[src/rtl/lsu_pkg.sv]
// lsu_pkg: shared load/store unit encodings and load data extension helpers
package lsu_pkg;

    localparam int XLEN   = 64;
    localparam int REG_AW = 5;

    localparam logic [1:0] SZ_B = 2'd0;
    localparam logic [1:0] SZ_H = 2'd1;
    localparam logic [1:0] SZ_W = 2'd2;
    localparam logic [1:0] SZ_D = 2'd3;

    // Select the addressed lanes of an aligned doubleword and extend to XLEN.
    function automatic logic [XLEN-1:0] load_extend(
        input logic [XLEN-1:0] data,
        input logic [2:0]      offset,
        input logic [1:0]      size,
        input logic            uns
    );
        logic [XLEN-1:0] sh;
        logic            sx;
        sh = data >> {offset, 3'b000};
        sx = !uns;
        return (size == SZ_B) ? {{56{sx & sh[7]}},  sh[7:0]}  :
               (size == SZ_H) ? {{48{sx & sh[15]}}, sh[15:0]} :
               (size == SZ_W) ? {{32{sx & sh[31]}}, sh[31:0]} :
                                sh;
    endfunction

    // An access is misaligned when any offset bit below its natural size is set.
    function automatic logic misaligned(
        input logic [2:0] offset,
        input logic [1:0] size
    );
        logic [2:0] mask;
        mask = (size == SZ_B) ? 3'd0 :
               (size == SZ_H) ? 3'd1 :
               (size == SZ_W) ? 3'd3 : 3'd7;
        return |(offset & mask);
    endfunction

endpackage

[src/rtl/wb_fifo.sv]
// wb_fifo: registered-storage FIFO with occupancy count and sync active-low reset
module wb_fifo #(
    parameter int W     = 69,
    parameter int DEPTH = 4,
    localparam int AW   = $clog2(DEPTH)
) (
    input  logic         clk,
    input  logic         rst_ni,
    input  logic         push_i,
    input  logic [W-1:0] data_i,
    input  logic         pop_i,
    output logic [W-1:0] head_o,
    output logic [AW:0]  count_o,
    output logic         full_o,
    output logic         empty_o
);

    logic [W-1:0] mem_q [DEPTH];
    logic [AW-1:0] wr_ptr_q, wr_ptr_d, rd_ptr_q, rd_ptr_d;
    logic [AW:0] count_q, count_d;
    logic do_push, do_pop;

    assign full_o  = count_q == (AW+1)'(DEPTH);
    assign empty_o = count_q == '0;
    assign do_push = push_i && !full_o;
    assign do_pop  = pop_i && !empty_o;
    assign head_o  = mem_q[rd_ptr_q];
    assign count_o = count_q;

    // Pointers wrap naturally because DEPTH is a power of two.
    always_comb begin
        wr_ptr_d = wr_ptr_q + AW'(do_push);
        rd_ptr_d = rd_ptr_q + AW'(do_pop);
        count_d  = count_q + (AW+1)'(do_push) - (AW+1)'(do_pop);
    end

    // Pointer and occupancy state; reset discards every queued entry.
    always_ff @(posedge clk) begin
        if (!rst_ni) begin
            wr_ptr_q <= '0;
            rd_ptr_q <= '0;
            count_q  <= '0;
        end else begin
            wr_ptr_q <= wr_ptr_d;
            rd_ptr_q <= rd_ptr_d;
            count_q  <= count_d;
        end
    end

    // Entry storage needs no reset: entries are only visible through count.
    always_ff @(posedge clk) begin
        if (do_push) mem_q[wr_ptr_q] <= data_i;
    end

endmodule

[src/rtl/load_wb_queue.sv]
// load_wb_queue: aligns/extends dcache load responses and queues them for register writeback
module load_wb_queue
    import lsu_pkg::*;
#(
    parameter int DEPTH = 4
) (
    input  logic                  clk,
    input  logic                  reset,
    input  logic                  mem_resp_valid,
    output logic                  mem_resp_ready,
    input  logic [XLEN-1:0]       mem_resp_data,
    input  logic [2:0]            mem_resp_offset,
    input  logic [1:0]            mem_resp_size,
    input  logic                  mem_resp_unsigned,
    input  logic [REG_AW-1:0]     mem_resp_rd,
    output logic                  dcache_ack_valid,
    output logic [XLEN-1:0]       dcache_ack_data,
    output logic [REG_AW-1:0]     dcache_ack_rd,
    input  logic                  dcache_ack_retry,
    output logic                  misalign_err,
    output logic [REG_AW-1:0]     misalign_rd,
    output logic [$clog2(DEPTH):0] q_count
);

    localparam int EW = REG_AW + XLEN;

    logic accept, mis, push, pop, full, empty;
    logic [EW-1:0] head;
    logic err_q, err_d;
    logic [REG_AW-1:0] erd_q, erd_d;

    assign mem_resp_ready = reset && !full;
    assign accept = mem_resp_valid && mem_resp_ready;
    assign mis    = misaligned(mem_resp_offset, mem_resp_size);
    assign push   = accept && !mis && |mem_resp_rd;

    assign dcache_ack_valid = reset && !empty;
    assign pop              = dcache_ack_valid && !dcache_ack_retry;
    assign dcache_ack_rd    = dcache_ack_valid ? head[EW-1:XLEN] : '0;
    assign dcache_ack_data  = dcache_ack_valid ? head[XLEN-1:0] : '0;

    assign misalign_err = reset && err_q;
    assign misalign_rd  = reset ? erd_q : '0;

    // Extension happens before the write so the head is ready the next cycle.
    wb_fifo #(.W(EW), .DEPTH(DEPTH)) u_fifo (
        .clk     (clk),
        .rst_ni  (reset),
        .push_i  (push),
        .data_i  ({mem_resp_rd, load_extend(mem_resp_data, mem_resp_offset, mem_resp_size, mem_resp_unsigned)}),
        .pop_i   (pop),
        .head_o  (head),
        .count_o (q_count),
        .full_o  (full),
        .empty_o (empty)
    );

    // A misaligned accept raises a single-cycle error carrying its rd.
    always_comb begin
        err_d = accept && mis;
        erd_d = err_d ? mem_resp_rd : '0;
    end

    // Error pulse register.
    always_ff @(posedge clk) begin
        if (!reset) begin
            err_q <= 1'b0;
            erd_q <= '0;
        end else begin
            err_q <= err_d;
            erd_q <= erd_d;
        end
    end

endmodule
[config.mk]
export PLATFORM = sky130hd
export DESIGN_NAME = load_wb_queue
export DESIGN_NICKNAME = d
export VERILOG_FILES = /design/src/rtl/lsu_pkg.sv /design/src/rtl/wb_fifo.sv /design/src/rtl/load_wb_queue.sv
export SDC_FILE = /design/constraint.sdc
export NUM_CORES = 1
export LEC_CHECK = 0
export ABC_AREA = 0
export CAP_MARGIN = 10
export CELL_PAD_IN_SITES_DETAIL_PLACEMENT = 1
export CELL_PAD_IN_SITES_GLOBAL_PLACEMENT = 2
export CORE_MARGIN = 8
export CORE_UTILIZATION = 41
export DETAILED_ROUTE_END_ITERATION = 6
export GPL_TIMING_DRIVEN = 0
export PLACE_DENSITY = 0.89
export RECOVER_POWER = 25
export SYNTH_ARGS = -nofsm -noshare
export SYNTH_HDL_FRONTEND = slang
export SYNTH_SLANG_ARGS = --single-unit
[constraint.sdc]
create_clock -name clk -period 9.56 [get_ports clk]
set_input_delay 1.912 -clock clk [delete_from_list [all_inputs] [get_ports clk]]
set_output_delay 1.912 -clock clk [all_outputs]
set_load 0.05 [all_outputs]
# ---- Word-level counts from Yosys, hierarchy flattened
# Memories as Yosys holds them, arrays and structs flattened. A register that Yosys moved wholly into a read port is not among the register bits.
# Cells that the tools add are included.
dict set report word_totals {
  reg_bits 13
  ramBits 276
  input_bits 79
  word_cells 50
  mem_count 1
}
# name depth word_bits rd rd_ports_with_merged_regs write_ports line
set memory_table {}
lappend memory_table {u_fifo.mem_q 4 69 1 1 1 wb_fifo.sv:18} ;# logic [W-1:0] mem_q [DEPTH];
dict set report classes {
  n_addsub 4
  n_eq_ne 3
  shifts 1
  n_mux 12
  bitwise 4
  n_reduce_logical 20
}
# operator count
set ops {}
lappend ops {{64-bit two-way mux} 4}
lappend ops {{64-bit by 6-bit right shift with 64-bit output} 1}
lappend ops {{1-bit logical AND} 10}
lappend ops {{5-bit two-way mux} 2}
lappend ops {{3-bit two-way mux} 3}
lappend ops {{1-bit logical NOT} 5}
lappend ops {{5-bit OR reduction} 1}
lappend ops {{2-bit by 1-bit adder with 2-bit output} 2}
lappend ops {{3-bit by 1-bit adder with 3-bit output} 1}
lappend ops {{1-bit AND} 3}
lappend ops {{3-bit AND} 1}
lappend ops {{3-bit equality test (second input constant)} 1}
lappend ops {{3-bit logical NOT} 1}
lappend ops {{3-bit OR reduction} 1}
lappend ops {{3-bit by 1-bit subtractor with 3-bit output} 1}
lappend ops {{2-bit by 1-bit equality test with 1-bit output (second input constant)} 1}
lappend ops {{2-bit equality test (second input constant)} 1}
lappend ops {{2-bit logical NOT} 1}
lappend ops {{1-bit two-way mux} 2}
lappend ops {{2-bit two-way mux} 1}
lappend ops {{2-bit AND reduction} 1}

# ---- Depth between registers and ports, before layout
dict set report depth {
  depth_word 12
  depth_mapped 10
  depth_no_buf 8
}

# ---- Hierarchy
# From an unflattened synthesis, not the netlist that was laid out.
dict set report hier_totals {
  cells_unflattened 828
  area_unflattened_um2 13277.7
}
# module instances cells_per_inst area_per_inst_um2 seq_area_each_um2
set by_module_without_submodules {}
lappend by_module_without_submodules {wb_fifo 1 396 10405.0 8428.1}
lappend by_module_without_submodules {load_wb_queue 1 432 2872.8 120.1}

# ---- Worst setup path after synthesis
# No wires, ideal clock.
dict set report synth_timing {
  kind {in2reg}
  startpoint {input mem_resp_offset[1]}
  endpoint {memory u_fifo.mem_q[0][0], enable pin}
  setup_ns 0.595
  arrival_ns 8.366
  t_required_ns 8.965
  slack_ns 0.599
  path_stages 7
  path_cell_list {buf_4 buf_2 or2_2 clkbuf_1 a22o_1 nor3_1 nor3b_1}
}
dict set report synth_between {
  elab_chain_cells 8
}
# element line
set synth_lines {}
lappend synth_lines {{start: declaration} load_wb_queue.sv:12} ;# input logic [2:0] mem_resp_offset,
lappend synth_lines {{3-bit AND} lsu_pkg.sv:38} ;# return |(offset & mask);
lappend synth_lines {{3-bit OR reduction} lsu_pkg.sv:38}
lappend synth_lines {{1-bit logical NOT} load_wb_queue.sv:35} ;# assign push = accept && !mis && |mem_resp_rd;
lappend synth_lines {{1-bit logical AND (2 in a row)} load_wb_queue.sv:35}
lappend synth_lines {{1-bit logical AND} wb_fifo.sv:25} ;# assign do_push = push_i && !full_o;
lappend synth_lines {{1-bit two-way mux} wb_fifo.sv:52} ;# if (do_push) mem_q[wr_ptr_q] <= data_i;
lappend synth_lines {{1-bit two-way mux (implied by the code)} wb_fifo.sv:52}
lappend synth_lines {{end: declaration} wb_fifo.sv:18}
# No other way between the ends.

# ---- Worst setup path after layout
dict set report layout_timing {
  startpoint {input reset}
  endpoint {output dcache_ack_data[26]}
}
dict set report layout_between {
  elab_chain_cells 2
}
# element line
set layout_lines {}
lappend layout_lines {{start: declaration} load_wb_queue.sv:8} ;# input logic reset,
lappend layout_lines {{1-bit logical AND} load_wb_queue.sv:37} ;# assign dcache_ack_valid = reset && !empty;
lappend layout_lines {{64-bit two-way mux} load_wb_queue.sv:40} ;# assign dcache_ack_data = dcache_ack_valid ? head[XLEN-1:0] : '0;
lappend layout_lines {{end: declaration} load_wb_queue.sv:17} ;# output logic [XLEN-1:0] dcache_ack_data,
# No other way between the ends.

==> run summary <==
================================================================================
Violations in the final reports ................................... capacitance limit, slew limit
Largest net degree at the start of global routing .................           41
Post-route DRC ....................................................            0
Number of rows in the core area ...................................           66
Status ............................................................ finished with violations
Worst ir drop on vdd ..............................................  0.0001231 V
Areal power density over the cells ................................ 210.6 nW/um^2
Post-synth EDFFs ..................................................          276
TritonCTS clock tree ..............................................         done
Count of cell types in the netlist ................................           48
Number of failing setup endpoints in the final timing report ......            0
Final max-slew violation count ....................................           40
H-Tree Depth ......................................................            1
Insertion delay of the later-clocked pin in the worst-skew pair ...       560 ps
Dominant delay contributor by cell family on the critical path .... buffers and inverters
Setup repair after global routing missed its margin ...............        false
Net total in the final layout .....................................         1099
Via/cell ratio ....................................................        5.773
Placed Cells ......................................................         1424
Main flop type after synthesis .................................... sky130_fd_sc_hd__edfxtp_1
Total Routed Length ...............................................     40980 um
Hold_buf cts ......................................................            0
Final min period ..................................................      6600 ps
Share of synthesized area occupied by flip-flops and latches ......       63.19%
Kind of critical path .............................................       in2out
Number of antenna violations at the first check in global routing .            4
Wire length of the first global-routing pass ......................     60930 um
Final setup skew ..................................................     7.748 ps
Gp weighted congestion ............................................       0.8847
CTS Buffer Depth ..................................................            3
IO Port Bufs ......................................................          156
Design area .......................................................  16850 sq um
First-pass detailed-route iteration total .........................            5
Area of the core ..................................................  32540 sq um
Warnings, synthesis ...............................................            0
Relative max-transition margin ....................................      -65.47%
Routed vias .......................................................         8573
Seq. cell area ....................................................   8548 sq um
Number of buffers created by CTS ..................................           31
Area growth, synth to finish ......................................       24.55%
Starting density of the core ......................................       41.58%
Average detailed-routed wire length per instance ..................     27.59 um
Period utilisation layout .........................................       69.04%
Async set or reset register ratio after synthesis .................           0%
Required time worst endpoint ......................................      7650 ps
Highest achievable clock rate .....................................    151.5 MHz
Commonest cells after routing, fill and taps aside ................ sky130_fd_sc_hd__edfxtp_1 (276), sky130_fd_sc_hd__clkdlybuf4s50_1 (146), sky130_fd_sc_hd__mux4_2 (92)
Final Power .......................................................     3.548 mW
Number of routed nets with antenna violations .....................            0
Total die area ....................................................  39060 sq um
Die Ht ............................................................     197.6 um
Class of the most critical hold timing path .......................      reg2reg
DRT iter0 DRCs ....................................................          739
Nets in the synthesized netlist ...................................          901
Maximum single-stage delay on the critical path ...................       840 ps
Maximum fanout along the worst path ...............................           10
Overflow left after global routing ................................            0
Root buf cell ..................................................... sky130_fd_sc_hd__clkbuf_16
Final std cells w/o fill ..........................................         1485
Instance count of the mapped netlist ..............................          817
Final core occ ....................................................       51.78%
Clock slew at reported path FFs ...................................        60 ps
Post-synthesis register bit count .................................          289
Final HPWL DP .....................................................     30060 um
Number of resized instances in the post-cts repair step ...........            0
Kind of start point of the critical path ..........................    input pin
Post-CTS setup buffer count .......................................            0
Cell-by-cell trace of the critical path ........................... dlygate4sd3_1, o31ai_1, clkbuf_1, nor2b_1, clkdlybuf4s50_1
Total cell area at the placement stage ............................  15820 sq um
Worst Setup End Kind .............................................. primary output
I/O pin total .....................................................          159
Total of fill cells in the finished design ........................         3162
Leak Pwr ..........................................................     5.475 nW
Via count of the first global-routing pass ........................         9287
Mean Syn Cell Area ................................................  16.56 sq um
Number of hold violations in the final report .....................            0
Commonest non-fill, non-tap cell in the layout .................... sky130_fd_sc_hd__edfxtp_1
Fraction of layout instances using a drive strength above 1 .......       17.88%
Max-cap violation count ...........................................            2
Slew @ Worst Pin ..................................................      2461 ps
GRT Overall Usage .................................................       20.94%
Die Wd ............................................................     197.6 um
Slowest cell on the critical path ................................. sky130_fd_sc_hd__clkdlybuf4s50_1
Beginning of the critical path ....................................        reset
Crit path arrival time ............................................      4690 ps
Worst Min Path Start .............................................. u_fifo.rd_ptr_q[0]
Worst hold slack ..................................................     603.4 ps
R2R Path Start .................................................... u_fifo.count_o[1]
WP buf/inv ........................................................            3
Area of the multi-input gates .....................................   4638 sq um
Clock tree sinks ..................................................          289
Synth Cell Area ...................................................  13530 sq um
================================================================================
-- layer usage --
layer / GRT usage [%] / vias to the layer above / part of all wire [%] / wire length [um]
met5: 0 / - / 0.027 / 11
met3: 3.680 / 66 / 6.5 / 2681
li1: - / 3697 / - / -
met2: 35.42 / 348 / 50 / 20430
met4: 6.610 / 2 / 3.2 / 1315
met1: 27.19 / 4460 / 40 / 16540
-- where the power goes --
part | switching (mW) | internal [mW]
logic | 0.546 | 0.328
clock network | 0.495 | 0.728
registers | 0.0124 | 1.44
-- area by class of cell --
class / instances / share of cell area (%)
Multi-Input combinational cell: 449 / 27.53
Antenna cell: 3 / 0.04456
Inverter: 8 / 0.1782
Sequential cell: 289 / 50.74
Clock buffer: 33 / 4.649
Clock inverter: 25 / 1.574
Timing Repair Buffer: 165 / 10.16
Tap cell: 442 / 3.282
Buffer: 71 / 1.849
-- kinds of logic after synthesis --
family                   synth area share, %
multiplexers                           19.62
adder cells (fa/ha/maj)               0.5180
flip-flops                             63.19
XOR/XNOR                              0.2590
AO/OA/AOI/OAI                          6.613
AND/OR/NAND/NOR                        7.187
buffers and inverters                  2.617
-- registers in the layout (all words and copies together), names as in the netlist --
name / flops
erd_q: 5
u_fifo.rd_ptr_q: 2
u_fifo.wr_ptr_q: 2
u_fifo.count_o: 3
u_fifo.mem_q: 276
err_q: 1
-- worst paths after layout --
path                            slack, ps                  end  depth (start not counted)
worst max register to register       5340    u_fifo.count_o[2]                          9
worst min-delay path                  600   u_fifo.rd_ptr_q[0]                          2
worst max-delay path                 2960  dcache_ack_data[26]                          5
worst min register to register        600   u_fifo.rd_ptr_q[0]                          2
-- cells in the mapped netlist (2+ instances only) --
cell type	instances	share of area, %
sky130_fd_sc_hd__and3b_1	2	0.13
sky130_fd_sc_hd__a31oi_1	3	0.14
sky130_fd_sc_hd__nor2_1	16	0.44
sky130_fd_sc_hd__nor3_1	4	0.15
sky130_fd_sc_hd__inv_1	7	0.19
sky130_fd_sc_hd__nand2_1	29	0.80
sky130_fd_sc_hd__edfxtp_1	276	61
sky130_fd_sc_hd__o21ai_0	14	0.52
sky130_fd_sc_hd__a211o_1	3	0.19
sky130_fd_sc_hd__dfxtp_1	13	1.9
sky130_fd_sc_hd__xor2_1	3	0.19
sky130_fd_sc_hd__buf_1	6	0.17
sky130_fd_sc_hd__buf_6	3	0.25
sky130_fd_sc_hd__nand2b_1	2	0.092
sky130_fd_sc_hd__nand3_1	9	0.33
sky130_fd_sc_hd__a2bb2oi_1	4	0.26
sky130_fd_sc_hd__mux2i_1	48	3.6
sky130_fd_sc_hd__buf_4	2	0.11
sky130_fd_sc_hd__mux4_2	92	15
sky130_fd_sc_hd__o2bb2ai_1	7	0.45
sky130_fd_sc_hd__buf_2	22	0.81
sky130_fd_sc_hd__o22a_1	3	0.19
sky130_fd_sc_hd__and2_1	19	0.88
sky130_fd_sc_hd__and3_1	2	0.092
sky130_fd_sc_hd__ha_1	4	0.37
sky130_fd_sc_hd__a22oi_1	35	1.9
sky130_fd_sc_hd__o211ai_1	41	2.3
sky130_fd_sc_hd__nor2b_1	83	3.8
sky130_fd_sc_hd__mux2_2	9	0.75
sky130_fd_sc_hd__clkbuf_1	38	1.1
-- worst min-delay path, delay by kind of cell (launching register included) --
| kind | cells | cell delay (ps) |
|---|---|---|
| and+or+nand+nor | 1 | 120 |
| DFF | 1 | 330 |
| adders and majority gates | 1 | 130 |
-- per-stage QoR --
stage,TNS [ps],worst slack [ps]
after floorplan,0,598.9
after global placement,-260840,-3788
after detailed placement,0,3291
after CTS,0,3267
after global routing,0,2802
final,0,2960
No activity file was read; power rests on OpenSTA's default activity.
